### config.mk
export PLATFORM = sky130hd
export DESIGN_NAME = matmul_2x2_seq
export DESIGN_NICKNAME = d
export VERILOG_FILES = /design/src/rtl/matmul_pkg.sv /design/src/rtl/matmul_mac.sv /design/src/rtl/matmul_2x2_seq.sv
export SDC_FILE = /design/constraint.sdc
export NUM_CORES = 1
export LEC_CHECK = 0
export ABC_AREA = 1
export BUFFER_PORTS_ARGS = -buffer_cell sky130_fd_sc_hd__buf_2
export CORE_MARGIN = 5
export CORE_UTILIZATION = 53
export CTS_CLUSTER_SIZE = 40
export DETAILED_ROUTE_END_ITERATION = 10
export PLACE_DENSITY = 0.73
export SYNTH_ARGS = -nofsm -noshare
export SYNTH_HDL_FRONTEND = slang
export SYNTH_SLANG_ARGS = --single-unit
export TNS_END_PERCENT = 20
### constraint.sdc
create_clock -name clk -period 5.8 [get_ports clk]
set_input_delay 0.58 -clock clk [delete_from_list [all_inputs] [get_ports clk]]
set_output_delay 0.58 -clock clk [all_outputs]
set_load 0.02 [all_outputs]
### src/rtl/matmul_pkg.sv
// Shared definitions for the sequential 2x2 matrix multiplier: default widths,
// accumulator width rule and the controller state encoding.
package matmul_pkg;

  localparam int DATA_W_DEF = 8;
  localparam int OUT_W_DEF  = 16;
  localparam int ACC_W_DEF  = OUT_W_DEF + 1;

  // One guard bit above the result width: two DATA_W*DATA_W products never wrap.
  function automatic int acc_w(input int out_w);
    return out_w + 1;
  endfunction

  typedef enum logic [1:0] {
    ST_IDLE = 2'd0,
    ST_CALC = 2'd1,
    ST_DONE = 2'd2
  } state_e;

endpackage

### src/rtl/matmul_mac.sv
// Single signed multiply-accumulate unit shared by all eight products of a run.
module matmul_mac
  import matmul_pkg::*;
#(
  parameter int DATA_W = DATA_W_DEF,
  parameter int ACC_W  = ACC_W_DEF
) (
  input  logic                     clk,
  input  logic                     rst,
  input  logic                     en_i,
  input  logic                     clr_i,
  input  logic signed [DATA_W-1:0] a_i,
  input  logic signed [DATA_W-1:0] b_i,
  output logic signed [ACC_W-1:0]  sum_o
);

  logic signed [2*DATA_W-1:0] prod;
  logic signed [ACC_W-1:0]    prod_ext;
  logic signed [ACC_W-1:0]    acc_q;
  logic signed [ACC_W-1:0]    base;

  assign prod     = a_i * b_i;
  assign prod_ext = ACC_W'(prod);
  // Clearing selects zero as the addend so the first product of an element starts fresh.
  assign base     = clr_i ? '0 : acc_q;
  assign sum_o    = base + prod_ext;

  always_ff @(posedge clk or negedge rst) begin
    if (!rst) begin
      acc_q <= '0;
    end else if (en_i) begin
      acc_q <= sum_o;
    end
  end

endmodule

### src/rtl/matmul_2x2_seq.sv
// Sequential 2x2 signed matrix multiply C = A*B on one time-shared MAC, 8 CALC cycles per run.
// Build option: define MATMUL_SAT_EN to clamp out-of-range elements instead of wrapping.
module matmul_2x2_seq
  import matmul_pkg::*;
#(
  parameter int DATA_W = DATA_W_DEF,
  parameter int OUT_W  = OUT_W_DEF
) (
  input  logic                  clk,
  input  logic                  rst,
  input  logic                  start,
  input  logic [4*DATA_W-1:0]   a_in,
  input  logic [4*DATA_W-1:0]   b_in,
  output logic [4*OUT_W-1:0]    c_out,
  output logic                  busy,
  output logic                  done,
  output logic                  ovf
);

  localparam int ACC_W = acc_w(OUT_W);

  state_e                  state_q, state_d;
  logic [2:0]              step_q, step_d;
  logic [4*DATA_W-1:0]     a_q, b_q;
  logic [OUT_W-1:0]        shadow_q [4];
  logic [4*OUT_W-1:0]      c_q;
  logic                    ovf_q;
  logic                    accept, mac_en, mac_clr, elem_wr;
  logic [1:0]              a_idx, b_idx, c_idx;
  logic signed [DATA_W-1:0] a_sel, b_sel;
  logic signed [ACC_W-1:0]  mac_sum;
  logic [OUT_W-1:0]        elem;

  function automatic logic out_of_range(input logic signed [ACC_W-1:0] v);
    return v[ACC_W-1] != v[OUT_W-1];
  endfunction

  function automatic logic [OUT_W-1:0] fit_elem(input logic signed [ACC_W-1:0] v);
`ifdef MATMUL_SAT_EN
    if (out_of_range(v)) begin
      return v[ACC_W-1] ? {1'b1, {(OUT_W-1){1'b0}}} : {1'b0, {(OUT_W-1){1'b1}}};
    end
`endif
    return v[OUT_W-1:0];
  endfunction

  // Step bits are {i, j, k}; k toggles fastest.
  assign a_idx = {step_q[2], step_q[0]};
  assign b_idx = {step_q[0], step_q[1]};
  assign c_idx = step_q[2:1];
  assign a_sel = a_q[a_idx*DATA_W +: DATA_W];
  assign b_sel = b_q[b_idx*DATA_W +: DATA_W];
  assign elem  = fit_elem(mac_sum);

  always_comb begin
    state_d = state_q;
    step_d  = step_q;
    accept  = 1'b0;
    mac_en  = 1'b0;
    mac_clr = 1'b0;
    elem_wr = 1'b0;
    case (state_q)
      ST_IDLE: begin
        if (start) begin
          accept  = 1'b1;
          state_d = ST_CALC;
          step_d  = '0;
        end
      end
      ST_CALC: begin
        mac_en  = 1'b1;
        mac_clr = ~step_q[0];
        elem_wr = step_q[0];
        step_d  = step_q + 3'd1;
        if (step_q == 3'd7) state_d = ST_DONE;
      end
      ST_DONE: state_d = ST_IDLE;
      default: state_d = ST_IDLE;
    endcase
  end

  matmul_mac #(
    .DATA_W (DATA_W),
    .ACC_W  (ACC_W)
  ) u_mac (
    .clk   (clk),
    .rst   (rst),
    .en_i  (mac_en),
    .clr_i (mac_clr),
    .a_i   (a_sel),
    .b_i   (b_sel),
    .sum_o (mac_sum)
  );

  always_ff @(posedge clk or negedge rst) begin
    if (!rst) begin
      state_q <= ST_IDLE;
      step_q  <= '0;
      c_q     <= '0;
      ovf_q   <= 1'b0;
    end else begin
      state_q <= state_d;
      step_q  <= step_d;
      if (accept) begin
        ovf_q <= 1'b0;
      end else if (elem_wr && out_of_range(mac_sum)) begin
        ovf_q <= 1'b1;
      end
      // The last element bypasses the shadow so c_out lands on the edge entering DONE.
      if (elem_wr && (step_q == 3'd7)) begin
        c_q <= {elem, shadow_q[2], shadow_q[1], shadow_q[0]};
      end
    end
  end

  always_ff @(posedge clk) begin
    if (accept) begin
      a_q <= a_in;
      b_q <= b_in;
    end
    if (elem_wr) begin
      shadow_q[c_idx] <= elem;
    end
  end

  assign c_out = c_q;
  assign busy  = (state_q != ST_IDLE);
  assign done  = (state_q == ST_DONE);
  assign ovf   = ovf_q;

endmodule

## After elaboration in Yosys (flattened, before gate mapping)

Memory sizes are Yosys's and may differ from the RTL's. A register that Yosys moved wholly into a read port is not among the register bits.
Cells that the tools add are included.

- Register bits after elaboration: 151
- Bits in writable memories: 64
- Input port bits: 67
- Output and inout port bits: 67
- Logic and storage cells: 46
- Memories: 1

- Add/subtract/negate cells: 2
- Multipliers: 1
- Equality and inequality tests: 6
- Shift operators: 2
- Mux-type cells: 15
- Bitwise operators: 1
- Reductions and logical operators: 11

Memories:

| name | words | bits a word | rd ports | clocked after memory_dff | wr ports | RTL line | RTL |
|---|---|---|---|---|---|---|---|
| shadow_q | 4 | 16 | 3 | 3 | 1 | matmul_2x2_seq.sv:25 | `logic [OUT_W-1:0] shadow_q [4];` |

Operators with widths:

| kind | number |
|---|---|
| $shiftx A32 B6 Y8 | 2 |
| $add A17 B16 Y17 | 1 |
| $mux W17 | 1 |
| $mul A8 B8 Y16 | 1 |
| $mux W1 | 9 |
| $pmux W3 S2 | 1 |
| $reduce_bool A2 Y1 | 3 |
| $mux W2 | 2 |
| $ne A2 B2 Y1 const B | 2 |
| $pmux W2 S2 | 1 |
| $reduce_and A2 Y1 | 2 |
| $add A3 B1 Y3 const B | 1 |
| $eq A3 B3 Y1 const B | 1 |
| $logic_not A1 Y1 | 3 |
| $mux W3 | 1 |
| $eq A2 B1 Y1 const B | 1 |
| $eq A2 B2 Y1 const B | 1 |
| $logic_and A1 B1 Y1 | 2 |
| $logic_not A2 Y1 | 1 |
| $ne A1 B1 Y1 | 1 |
| $not A1 Y1 | 1 |

## Logic depth before layout (Yosys ltp)

- Depth in word-level cells: 8
- Gate-level depth with buffers: 30
- Depth with buffers taken out: 27

## By module

A second synthesis with hierarchy kept.

- Cells, all modules: 1,039
- Area total of the unflattened synthesis: 10,580.1 µm²

By module, submodules not included:

| module | instances | cells an instance | area each (µm²) | sequential area each (µm²) |
|---|---|---|---|---|
| matmul_2x2_seq | 1 | 529 | 6,567.5 | 5,114.9 |
| matmul_mac | 1 | 510 | 4,012.6 | 425.4 |

## Worst setup path after synthesis

No wires, ideal clock.

- Path type: register to register
- Start point: register step_q[0]
- End point: register ovf_q, in the netlist ovf
- Setup time: 0.302 ns
- Arrival time: 5.552 ns
- Required time: 5.498 ns
- Path slack: -0.054 ns
- Stages on the path, launching flop included: 25
- Buffers on the path: 2
- Clock period less this slack: 5.854 ns
- Path through: dfrtp_1 buf_4 inv_4 buf_6 nand2_1 a32oi_1 inv_1 nor2_1 inv_1 fa_1 inv_1 fa_1 fa_1 fa_1 fa_1 ha_1 nand2_1 nor2_1 nand3_1 nand4_1 nand2_1 inv_1 nand3_1 nand3_1 a21oi_1

- Cells in the longest elaborated chain, start to end: 7
- Elaborated cells between the ends (all ways): 11
- Classes of those cells: add/sub: 1; mul: 1; eq/ne: 1; shift: 2; mux: 3; bitwise: 1; reduce/logical: 2

Ends and longest elaborated chain:

| item | RTL line | RTL |
|---|---|---|
| start, declared | matmul_2x2_seq.sv:23 | `logic [2:0] step_q, step_d;` |
| start signal, assigned | matmul_2x2_seq.sv:103 | `step_q <= step_d;` |
| parallel branches: the longest is 3 deep, another holds $mul A8 B8 Y16 | -- |  |
| $add A17 B16 Y17 * | matmul_mac.sv:26 | `assign sum_o = base + prod_ext;` |
| via mac_sum[15] | matmul_2x2_seq.sv:31 | `logic signed [ACC_W-1:0] mac_sum;` |
| $ne A1 B1 Y1 * | matmul_2x2_seq.sv:35 | `return v[ACC_W-1] != v[OUT_W-1];` |
| $logic_and A1 B1 Y1 * | matmul_2x2_seq.sv:106 | `end else if (elem_wr && out_of_range(mac_sum)) begin` |
| $reduce_bool A2 Y1 (no source line) * | -- |  |
| end signal, assigned | matmul_2x2_seq.sv:100 | `ovf_q <= 1'b0;` |
| end signal, assigned | matmul_2x2_seq.sv:105 | `ovf_q <= 1'b0;` |
| end signal, assigned | matmul_2x2_seq.sv:107 | `ovf_q <= 1'b1;` |
| end, declared | matmul_2x2_seq.sv:27 | `logic ovf_q;` |

Mark *: on every way through the listed nets, which the timed path passes.
A chain may end at the register's enable or synchronous reset.

## Final worst setup path

- Start point: register step_q[0]
- End point: register u_mac.acc_q[14]

- Cells in the longest elaborated chain, start to end: 4
- Elaborated cells between the ends (all ways): 7
- Classes of those cells: add/sub: 1; mul: 1; shift: 2; mux: 2; bitwise: 1

Ends and longest elaborated chain:

| item | RTL line | RTL |
|---|---|---|
| parallel branches: the longest is 3 deep, another holds $mul A8 B8 Y16 | -- |  |
| $add A17 B16 Y17 * | matmul_mac.sv:26 |  |
| via mac_sum[14] | matmul_2x2_seq.sv:31 |  |
| end signal, assigned | matmul_mac.sv:32 | `acc_q <= sum_o;` |
| end, declared | matmul_mac.sv:19 | `logic signed [ACC_W-1:0] acc_q;` |

Marks and branches as above.

==> metrics.txt <==
final hold viol count=0; setup tns final=0 ps; worst slew pin tran=~1100 ps; Hold Buf Count CTS=0; period utilization=0.954; critical path endpoint=u_mac.acc_q[14]; synth top area cells=edfxtp_1, dfrtp_1, fa_1; r2r setup slk=260 ps; Clk Latency, worst-skew pair=440 ps; first-pass GRT wire length=between 30 and 40 mm; largest net degree at the start of global routing=88; row count=51; core area=19500 µm²; Die Y=approximately 150 µm; Yosys top cell by area=edfxtp_1; met1 Use GR=0.294; NumNets Final=1355; met3 Usage GRT=0.0379; total vias in the final route=7229; status=completed; Slew Limit Headroom=0.261; Die ar.=between 20000 and 25000 µm²; DRC=0; IO buf count=133; drt total wl=roughly 22 mm; Setup violations, final=0; startpoint types=flip-flop; fmax=181 MHz; CTS Buf Count=17; GRT Max-Usage Layer=met2; Max Slew Vio Count=0; Max Buffers Root-to-Sink=2; hold slack=305 ps; Synth Area per Inst=10.4 µm²; Initial Util=0.539; Total GRT Usage=0.210; Critical Path AT=just under 6000 ps; vias in the first global route=7211; number of library cell types mapped by synthesis=32; unrepaired setup endpoints after global routing=false; Critical Path RT=6180 ps; CTS H-tree depth=4; width of the die=151 µm; via-per-instance ratio=4.99; clock sink count=199; HPWL Detailed=16.3 mm; most common cell after layout, fill and taps aside=nand2_1; Final Util=0.635; Worst Hold Depth=1; RD Place Congestion=0.904; ANT cells=0; CTS tree=yes; Worst-path clk slew=80 ps; post-route cell area=12400 µm²; Max Fanout on Critical Path=15; most frequent cells in the layout=nand2_1, inv_1, buf_2, edfxtp_1, dfrtp_1; Tmin final=5540 ps; drt pass-1 iters=5; Clock Tree Root=clkbuf_16; Fill cells=1550; initial antenna violation count=0; RR Startpoint=step_q[0]; worst min path class=in -> reg; Synthesis Warnings=0; register area share after synthesis=0.528; share of cells above drive strength 1=0.204; Synth Instances=roughly 1000; grt met2 use=0.343; FF-to-FF End=u_mac.acc_q[14]; Layout area overhead=17.7%; synthesized area=~10000 µm²; clock skew=11.8 ps; remaining antenna violation count=0; worst reg2reg path depth=22; Overflow after GRT=0; Critical Setup Path Class=reg -> reg; Setup crit start=step_q[0]; Iter 0 DRT Violations=373; # IOs=between 100 and 150; share of the synthesized area in the top cell type=0.320; routed wire length per instance=15.5 µm; CP Capture Type=flip-flop; total of max-cap violations=0; Cell Area, Placed=11600 µm²; register bit total from synthesis=a little under 200; synthesized netlist net count=1193
[critical path, cell delays in order (launching register included)]
cell	delay, ps
dfrtp_2	480
inv_6	100
buf_4	180
a21oi_1	140
a32oi_2	110
inv_2	150
nor2_2	60
fa_1	610
inv_2	100
fa_1	550
inv_1	60
fa_1	520
fa_1	490
ha_1	320
ha_1	390
nand2_1	130
nor2_2	190
a21oi_2	100
o211ai_1	290
xor2_2	180
buf_4	180
nand2_1	60
nand2_1	90
[cells by family (layout without fill, tap and decap cells)]
kind of cell / after synthesis / count (layout) / synth area share
AND/OR/NAND/NOR: 452 / 452 / 0.167
flip-flops: 199 / 199 / 0.528
buffers and inverters: 174 / 349 / 0.0694
adder cells (fa/ha/maj): 117 / 117 / 0.194
AO/OA/AOI/OAI: 58 / 58 / 0.0350
XOR/XNOR: 9 / 9 / 0.00751
[sequential cells by signal (all words and copies together), names as in the netlist]
name and count:
a_q 32, b_q 32, c_out 64, ovf 1, shadow_q 48, state_q 2, step_q 3, u_mac.acc_q 17
[layer usage]
metal  vias up  share of wire  routed length [µm]
met4         0          0.013                 281
met3        22          0.056                1260
met1      3536           0.44                9880
met2       190           0.49               11000
met5         -              0                   0
li1       3481              -                   -
[how the worst min path moves through the flow]
stage | startpoint | endpoint | slack, ps
5_1_grt | a_in[3] | a_q[3] | 290
2_1_floorplan | rst | c_out[0] | 280
4_1_cts | a_in[26] | a_q[26] | 290
3_3_place_gp | shadow_q[1][5] | c_out[21] | 430
3_5_place_dp | shadow_q[1][7] | c_out[23] | 430
6_report | a_in[21] | a_q[21] | 300
[Yosys cell counts]
master	number
dfrtp_1	87
nand2_1	375
a32oi_2	1
clkinv_1	2
inv_2	4
a31oi_1	2
a32oi_1	14
ha_1	41
inv_4	1
buf_4	3
xnor2_1	3
nor2_1	53
o22ai_1	1
xor2_1	6
buf_2	13
clkbuf_1	5
edfxtp_1	112
o21ai_0	10
a21o_1	1
o21bai_1	2
buf_1	1
nand4_1	1
o211ai_1	1
inv_1	139
fa_1	76
nor2_4	1
nand3_1	16
nor3_1	3
buf_6	6
nand3_4	1
a21oi_1	26
nor2_2	2
[cell type report]
| class | count | area [µm²] | area share |
|---|---|---|---|
| inverter | 146 | 553 | 0.0447 |
| timing repair buffer | 171 | 978 | 0.0791 |
| sequential | 199 | 5540 | 0.448 |
| tap | 265 | 332 | 0.0268 |
| clock buffer | 19 | 454 | 0.0367 |
| clock inverter | 13 | 154 | 0.0124 |
| multi-input combinational | 636 | 4350 | 0.352 |
[through the flow]
step / worst slack [ps] / std cells
2_1_floorplan: 207 / 1009
3_3_place_gp: -48.7 / 1413
3_5_place_dp: -176 / 1413
4_1_cts: 83.3 / 1446
5_1_grt: 11.9 / 1449
6_report: 265 / 1449
[timing repair]
| item | CTS | global route |
|---|---|---|
| gates resized for setup | 4 | 24 |
| pin swaps | 1 | 1 |
| setup buffers | 1 | 3 |
| setup endpoints to repair | 6 | 22 |
Power is not shown: default switching activity piles up to over one toggle a cycle in this logic, so the estimate is an artifact.
